## src/rtl/seq_det_pkg.sv

```systemverilog
// -----------------------------------------------------------------------------
// seq_det_pkg
// Shared definitions for the serial pattern detector:
//   - fill_state_t : FILL while fewer than LEN bits are valid, ARMED once full
//   - LEN_MIN/LEN_MAX : supported pattern length range
//   - FILL_W : width of the fill counter (must hold 0..LEN_MAX)
//   - DEFAULT_PATTERN : default pattern, right-aligned in LEN_MAX bits
//   - pattern_width() : number of significant bits in a pattern constant
// -----------------------------------------------------------------------------
package seq_det_pkg;

    typedef enum logic {
        FILL  = 1'b0,
        ARMED = 1'b1
    } fill_state_t;

    localparam int LEN_MIN = 1;
    localparam int LEN_MAX = 16;
    localparam int FILL_W  = 5;

    localparam logic [LEN_MAX-1:0] DEFAULT_PATTERN = 16'b101;

    // Position of the highest set bit plus one; 0 for an all-zero pattern.
    // Used at elaboration to reject patterns that do not fit in LEN bits.
    function automatic int pattern_width(input logic [LEN_MAX-1:0] pat);
        int width;
        width = 0;
        for (int k = 0; k < LEN_MAX; k++) begin
            if (pat[k]) begin
                width = k + 1;
            end
        end
        return width;
    endfunction

endpackage

```

## src/rtl/seq_det_shreg.sv

```systemverilog
// -----------------------------------------------------------------------------
// seq_det_shreg
// LEN-bit history shift register plus a fill counter that tracks how many of
// the history bits are valid since the last reset or clear.
// The next-state values are exported so the parent can evaluate the match
// condition on the same edge that samples the final pattern bit.
//
// Ports:
//   i_clk       in   1        clock, all state on posedge
//   i_rst_n     in   1        synchronous active-low reset (clears everything)
//   i_clr       in   1        synchronous clear of the fill count only
//   i_din       in   1        serial data bit
//   o_hist_next out  LEN      history after shifting in i_din (newest = LSB)
//   o_fill_next out  FILL_W   fill count after this edge, saturating at LEN
//   o_state     out  1        registered FILL/ARMED state
// -----------------------------------------------------------------------------
module seq_det_shreg
    import seq_det_pkg::*;
#(
    parameter int LEN = 3
) (
    input  logic              i_clk,
    input  logic              i_rst_n,
    input  logic              i_clr,
    input  logic              i_din,
    output logic [LEN-1:0]    o_hist_next,
    output logic [FILL_W-1:0] o_fill_next,
    output fill_state_t       o_state
);

    localparam logic [FILL_W-1:0] LEN_F = FILL_W'(LEN);

    logic [LEN-1:0]    r_hist;
    logic [FILL_W-1:0] r_fill;
    fill_state_t       r_state;

    // Oldest bit drops off the top; the cast keeps the lower LEN bits and
    // also covers LEN==1, where the history is just the newest bit.
    assign o_hist_next = LEN'({r_hist, i_din});

    // Once ARMED the count is pinned at LEN.
    assign o_fill_next = (r_state == ARMED) ? LEN_F : (r_fill + 1'b1);

    assign o_state = r_state;

    always_ff @(posedge i_clk) begin
        if (!i_rst_n) begin
            r_hist  <= '0;
            r_fill  <= '0;
            r_state <= FILL;
        end else begin
            r_hist <= o_hist_next;
            if (i_clr) begin
                // History bits are left in place but become invalid.
                r_fill  <= '0;
                r_state <= FILL;
            end else begin
                r_fill  <= o_fill_next;
                r_state <= (o_fill_next == LEN_F) ? ARMED : FILL;
            end
        end
    end

endmodule

```

## src/rtl/seq_det.sv

```systemverilog
// -----------------------------------------------------------------------------
// seq_det
// Serial bit-pattern detector. One bit of B is sampled per Clk edge; w pulses
// high for one cycle after the edge that completes a LEN-bit match against
// PATTERN (PATTERN[LEN-1] is the first bit received).
//
// Optional feature: define SEQ_DET_COUNT_EN to add the match_cnt port, a
// saturating count of matches cleared only by reset.
//
// Parameters:
//   LEN      pattern length, 1..16
//   PATTERN  pattern, right-aligned; must fit in LEN bits
//   OVERLAP  1: matches may share bits; 0: history invalidated after a match
//   CNT_W    match counter width (used with SEQ_DET_COUNT_EN)
//
// Ports:
//   Clk        in   1      clock, all logic on posedge
//   Rst        in   1      synchronous active-low reset, priority over B
//   B          in   1      serial data, assumed synchronous to Clk
//   w          out  1      registered match pulse
//   match_cnt  out  CNT_W  saturating match count (SEQ_DET_COUNT_EN only)
// -----------------------------------------------------------------------------
module seq_det
    import seq_det_pkg::*;
#(
    parameter int                 LEN     = 3,
    parameter logic [LEN_MAX-1:0] PATTERN = DEFAULT_PATTERN,
    parameter bit                 OVERLAP = 1'b1,
    parameter int                 CNT_W   = 8
) (
    input  logic             Clk,
    input  logic             Rst,
    input  logic             B,
    output logic             w
`ifdef SEQ_DET_COUNT_EN
    ,
    output logic [CNT_W-1:0] match_cnt
`endif
);

    // ---------------------------------------------------------------------
    // Elaboration-time parameter checks
    // ---------------------------------------------------------------------
    generate
        if ((LEN < LEN_MIN) || (LEN > LEN_MAX)) begin : g_bad_len
            $error("seq_det: LEN=%0d outside %0d..%0d", LEN, LEN_MIN, LEN_MAX);
        end
        if (pattern_width(PATTERN) > LEN) begin : g_bad_pattern
            $error("seq_det: PATTERN wider than LEN=%0d", LEN);
        end
        if (CNT_W < 1) begin : g_bad_cnt_w
            $error("seq_det: CNT_W=%0d must be at least 1", CNT_W);
        end
    endgenerate

    localparam logic [FILL_W-1:0] LEN_F   = FILL_W'(LEN);
    localparam logic [LEN-1:0]    PAT_LEN = PATTERN[LEN-1:0];

    logic [LEN-1:0]    w_hist_next;
    logic [FILL_W-1:0] w_fill_next;
    fill_state_t       w_state;
    logic              w_match;
    logic              w_clr;
    logic              r_w;

    seq_det_shreg #(
        .LEN (LEN)
    ) u_shreg (
        .i_clk       (Clk),
        .i_rst_n     (Rst),
        .i_clr       (w_clr),
        .i_din       (B),
        .o_hist_next (w_hist_next),
        .o_fill_next (w_fill_next),
        .o_state     (w_state)
    );

    // Match is judged on the post-shift view so w can register it on the
    // same edge that samples the last pattern bit (latency of one cycle).
    assign w_match = (w_fill_next == LEN_F) && (w_hist_next == PAT_LEN);

    // Without overlap, a match forces LEN fresh bits before the next one.
    assign w_clr = w_match && (OVERLAP == 1'b0);

    always_ff @(posedge Clk) begin
        if (!Rst) begin
            r_w <= 1'b0;
        end else begin
            r_w <= w_match;
        end
    end

    assign w = r_w;

`ifdef SEQ_DET_COUNT_EN
    logic [CNT_W-1:0] r_cnt;

    always_ff @(posedge Clk) begin
        if (!Rst) begin
            r_cnt <= '0;
        end else if (w_match && (r_cnt != {CNT_W{1'b1}})) begin
            r_cnt <= r_cnt + 1'b1;
        end
    end

    assign match_cnt = r_cnt;

    // The FILL/ARMED state is only informative here; keep it referenced.
    logic w_state_unused;
    assign w_state_unused = (w_state == ARMED);
`else
    logic w_state_unused;
    assign w_state_unused = (w_state == ARMED);
`endif

endmodule

```

## config.mk

```make
export PLATFORM = sky130hd
export DESIGN_NAME = seq_det
export DESIGN_NICKNAME = d
export VERILOG_FILES = /design/src/rtl/seq_det_pkg.sv /design/src/rtl/seq_det_shreg.sv /design/src/rtl/seq_det.sv
export SDC_FILE = /design/constraint.sdc
export NUM_CORES = 1
export LEC_CHECK = 0
export ABC_AREA = 1
export CAP_MARGIN = 40
export CORE_AREA = 2 2 39 41
export CTS_CLUSTER_DIAMETER = 100
export DETAILED_ROUTE_END_ITERATION = 8
export DIE_AREA = 0 0 41 43
export PLACE_DENSITY = 0.46
export RECOVER_POWER = 25
export SLEW_MARGIN = 20
export SYNTH_ARGS = -nofsm -noshare
export SYNTH_HDL_FRONTEND = slang
export SYNTH_SLANG_ARGS = --single-unit
export TNS_END_PERCENT = 50
```

## constraint.sdc

```tcl
create_clock -name Clk -period 2.98 [get_ports Clk]
set_clock_uncertainty 0.2 [all_clocks]
set_input_delay 0.298 -clock Clk [delete_from_list [all_inputs] [get_ports Clk]]
set_output_delay 0.298 -clock Clk [all_outputs]
set_load 0.05 [all_outputs]
```

==> results.toml <==
[run_status]
outcome = "complete, no violations"

[routing]
drt-total-wl_um = 513
firstDrtPassIters = 2
post-route-drc-count = 0
vias = 269
viasPerCell = 4.015
drt_iter0_markers = 3
route.detailed.wl_per_inst_um = 7.657
final_antenna_net_count = 0

[synthesis]
syn_inst = 44
netlist_area_sq_um = 340.3
syn_nets = 48
ys_warn_count = 0
ys_types = 11
avgSynthCellArea_sq_um = 7.735
ys_seq_elements = 9
yosysSeqAreaShare_pct = 52.94

[worst_setup_path]
critPathKind = "reg -> out"
path_cells = "clkdlybuf4s50_1"
cp_max_fo = 1
cp-end-kind = "output pin"
arrival_ns = 1.33
crit_path_start_kind = "register"
critPathMaxStageDelay_ns = 0.78
r2r_setup_slack_ns = 1.59
path_delay_family = "buffers and inverters"
cp_slowest_cell = "clkdlybuf4s50_1"
critical_path_buf_inv_count = 1
crit_required_ns = 2.48

[cts]
cts_hold_buf = 0
insertion_delay_ns = 0.25
clockBufferDepth = 2
cts_resized = 0
cts_root_buf = "clkbuf_4"
cts.clk_slew.worst_paths_ns = 0.05
cts_made_buffers = 3
cts_max_level = 1
postCtsSetupBuffers = 0
cts.sink_count = 9
cts_tree = "yes"

[global_route]
antenna_found_initial = 0
grt_usage_pct = 8.266
first_global_vias = 226
grt_overflow_total = 0
grt_pass1_wl_um = 924
grt_max_degree = 8

[sta]
hold_viol_final = 0
finalCriticalPeriod_ns = 1.830
drv_slew = 0
worstMarginPinSlew_ns = 0.4845
grt_setup_unrepaired = "no"
finalSetupViolations = 0
holdWs_ns = 0.2176
fmax_mhz = 546.4
finalSetupTns_ns = 0
slew_headroom_pct = 67.60
min_period_over_period_pct = 61.41

[layout]
diodes = 0
drive_above_1_share_pct = 7.843
area_growth_pct = 22.43
fillers = 163
layout_common_cells = "dfxtp_1, nand2_1, inv_1"
fin_util_pct = 30.11
multiInputGateArea_sq_um = 130.1
layout_commonest_cell = "dfxtp_1"
register_area_sq_um = 180.2
num-nets-final = 56
layout.cells.non_filler = 67

[placed_design]
place_congestion = 0.6467
dp_hpwl_um = 410.8
dp.cells = 63
portBuffers = 3

[floorplanning]
fp.dieArea_sq_um = 1763
core_area_sq_um = 1384
num_io_pins = 4
die-height_um = 43
die_width_um = 41
start_util_pct = 24.59
num_rows = 14

[power_and_ir_drop]
powerDensity_nw_per_um2 = 666.0
p_leak_nw = 0.1997
finalPower_mw = 0.2775
irDropWorstVdd_uv = 244.1

[hold_path]
min_path_type = "reg -> reg"

[flow_run]
max_cap_violations = 0
-- layout make-up --
class	instances	share of cell area, %
clock buffers	4	6.306
multi-input cells	27	31.23
repair buffers	3	7.207
flip-flops and latches	9	43.24
inverters	8	7.207
well taps	16	4.805
-- cell families (layout without fill, tap and decap cells) --
family | after synthesis | after routing | synth area share (%)
fa+ha+maj | 1 | 1 | 3.676
buf+inv | 8 | 15 | 8.824
compound gates | 2 | 2 | 2.941
flops | 9 | 9 | 52.94
simple gates | 24 | 24 | 31.62
-- Yosys cell counts, drive strengths merged --
cell type  n  area [sq um]
nand4      2         12.51
dfxtp      9         180.2
nand3      6         30.03
nand3b     1         7.510
nor2       6         22.52
nor3       1         5.000
a21oi      2         10.01
nand2      8         30.03
inv        8         30.03
ha         1         12.51
-- state kept, by name (all words and copies together), names as in the netlist --
signal	flops
u_shreg.o_state	1
u_shreg.r_fill	5
u_shreg.r_hist	2
w	1
-- final timing paths --
kind | start | cells after the start | endpoint
worst max-delay path | w | 1 | w
worst min-delay path | u_shreg.r_hist[0] | 2 | u_shreg.r_hist[1]
worst max register to register | u_shreg.r_fill[0] | 7 | w
worst min register to register | u_shreg.r_hist[0] | 2 | u_shreg.r_hist[1]
-- where the power goes --
part           switching (mW)  internal (mW)  leakage [nW]
registers             0.00991          0.134        0.0738
clock network          0.0374         0.0513        0.0150
logic                  0.0278         0.0175         0.111
-- stage by stage --
step,cell area [sq um],setup WS [ns]
3_3_place_gp,390.4,1.411
2_1_floorplan,340.3,1.727
5_1_grt,416.7,1.097
4_1_cts,416.7,1.132
6_report,416.7,1.150
3_5_place_dp,390.4,1.409
-- layer usage --
layer  part of all wire, %  up-vias  global-route usage (%)
met3                   2.1        0                   4.712
li1                      -      155                       -
met4                     0        0                   6.000
met5                     0        -                       0
met2                    47        3                   10.31
met1                    51      111                   10.10
No activity file was read; power rests on OpenSTA's default activity.
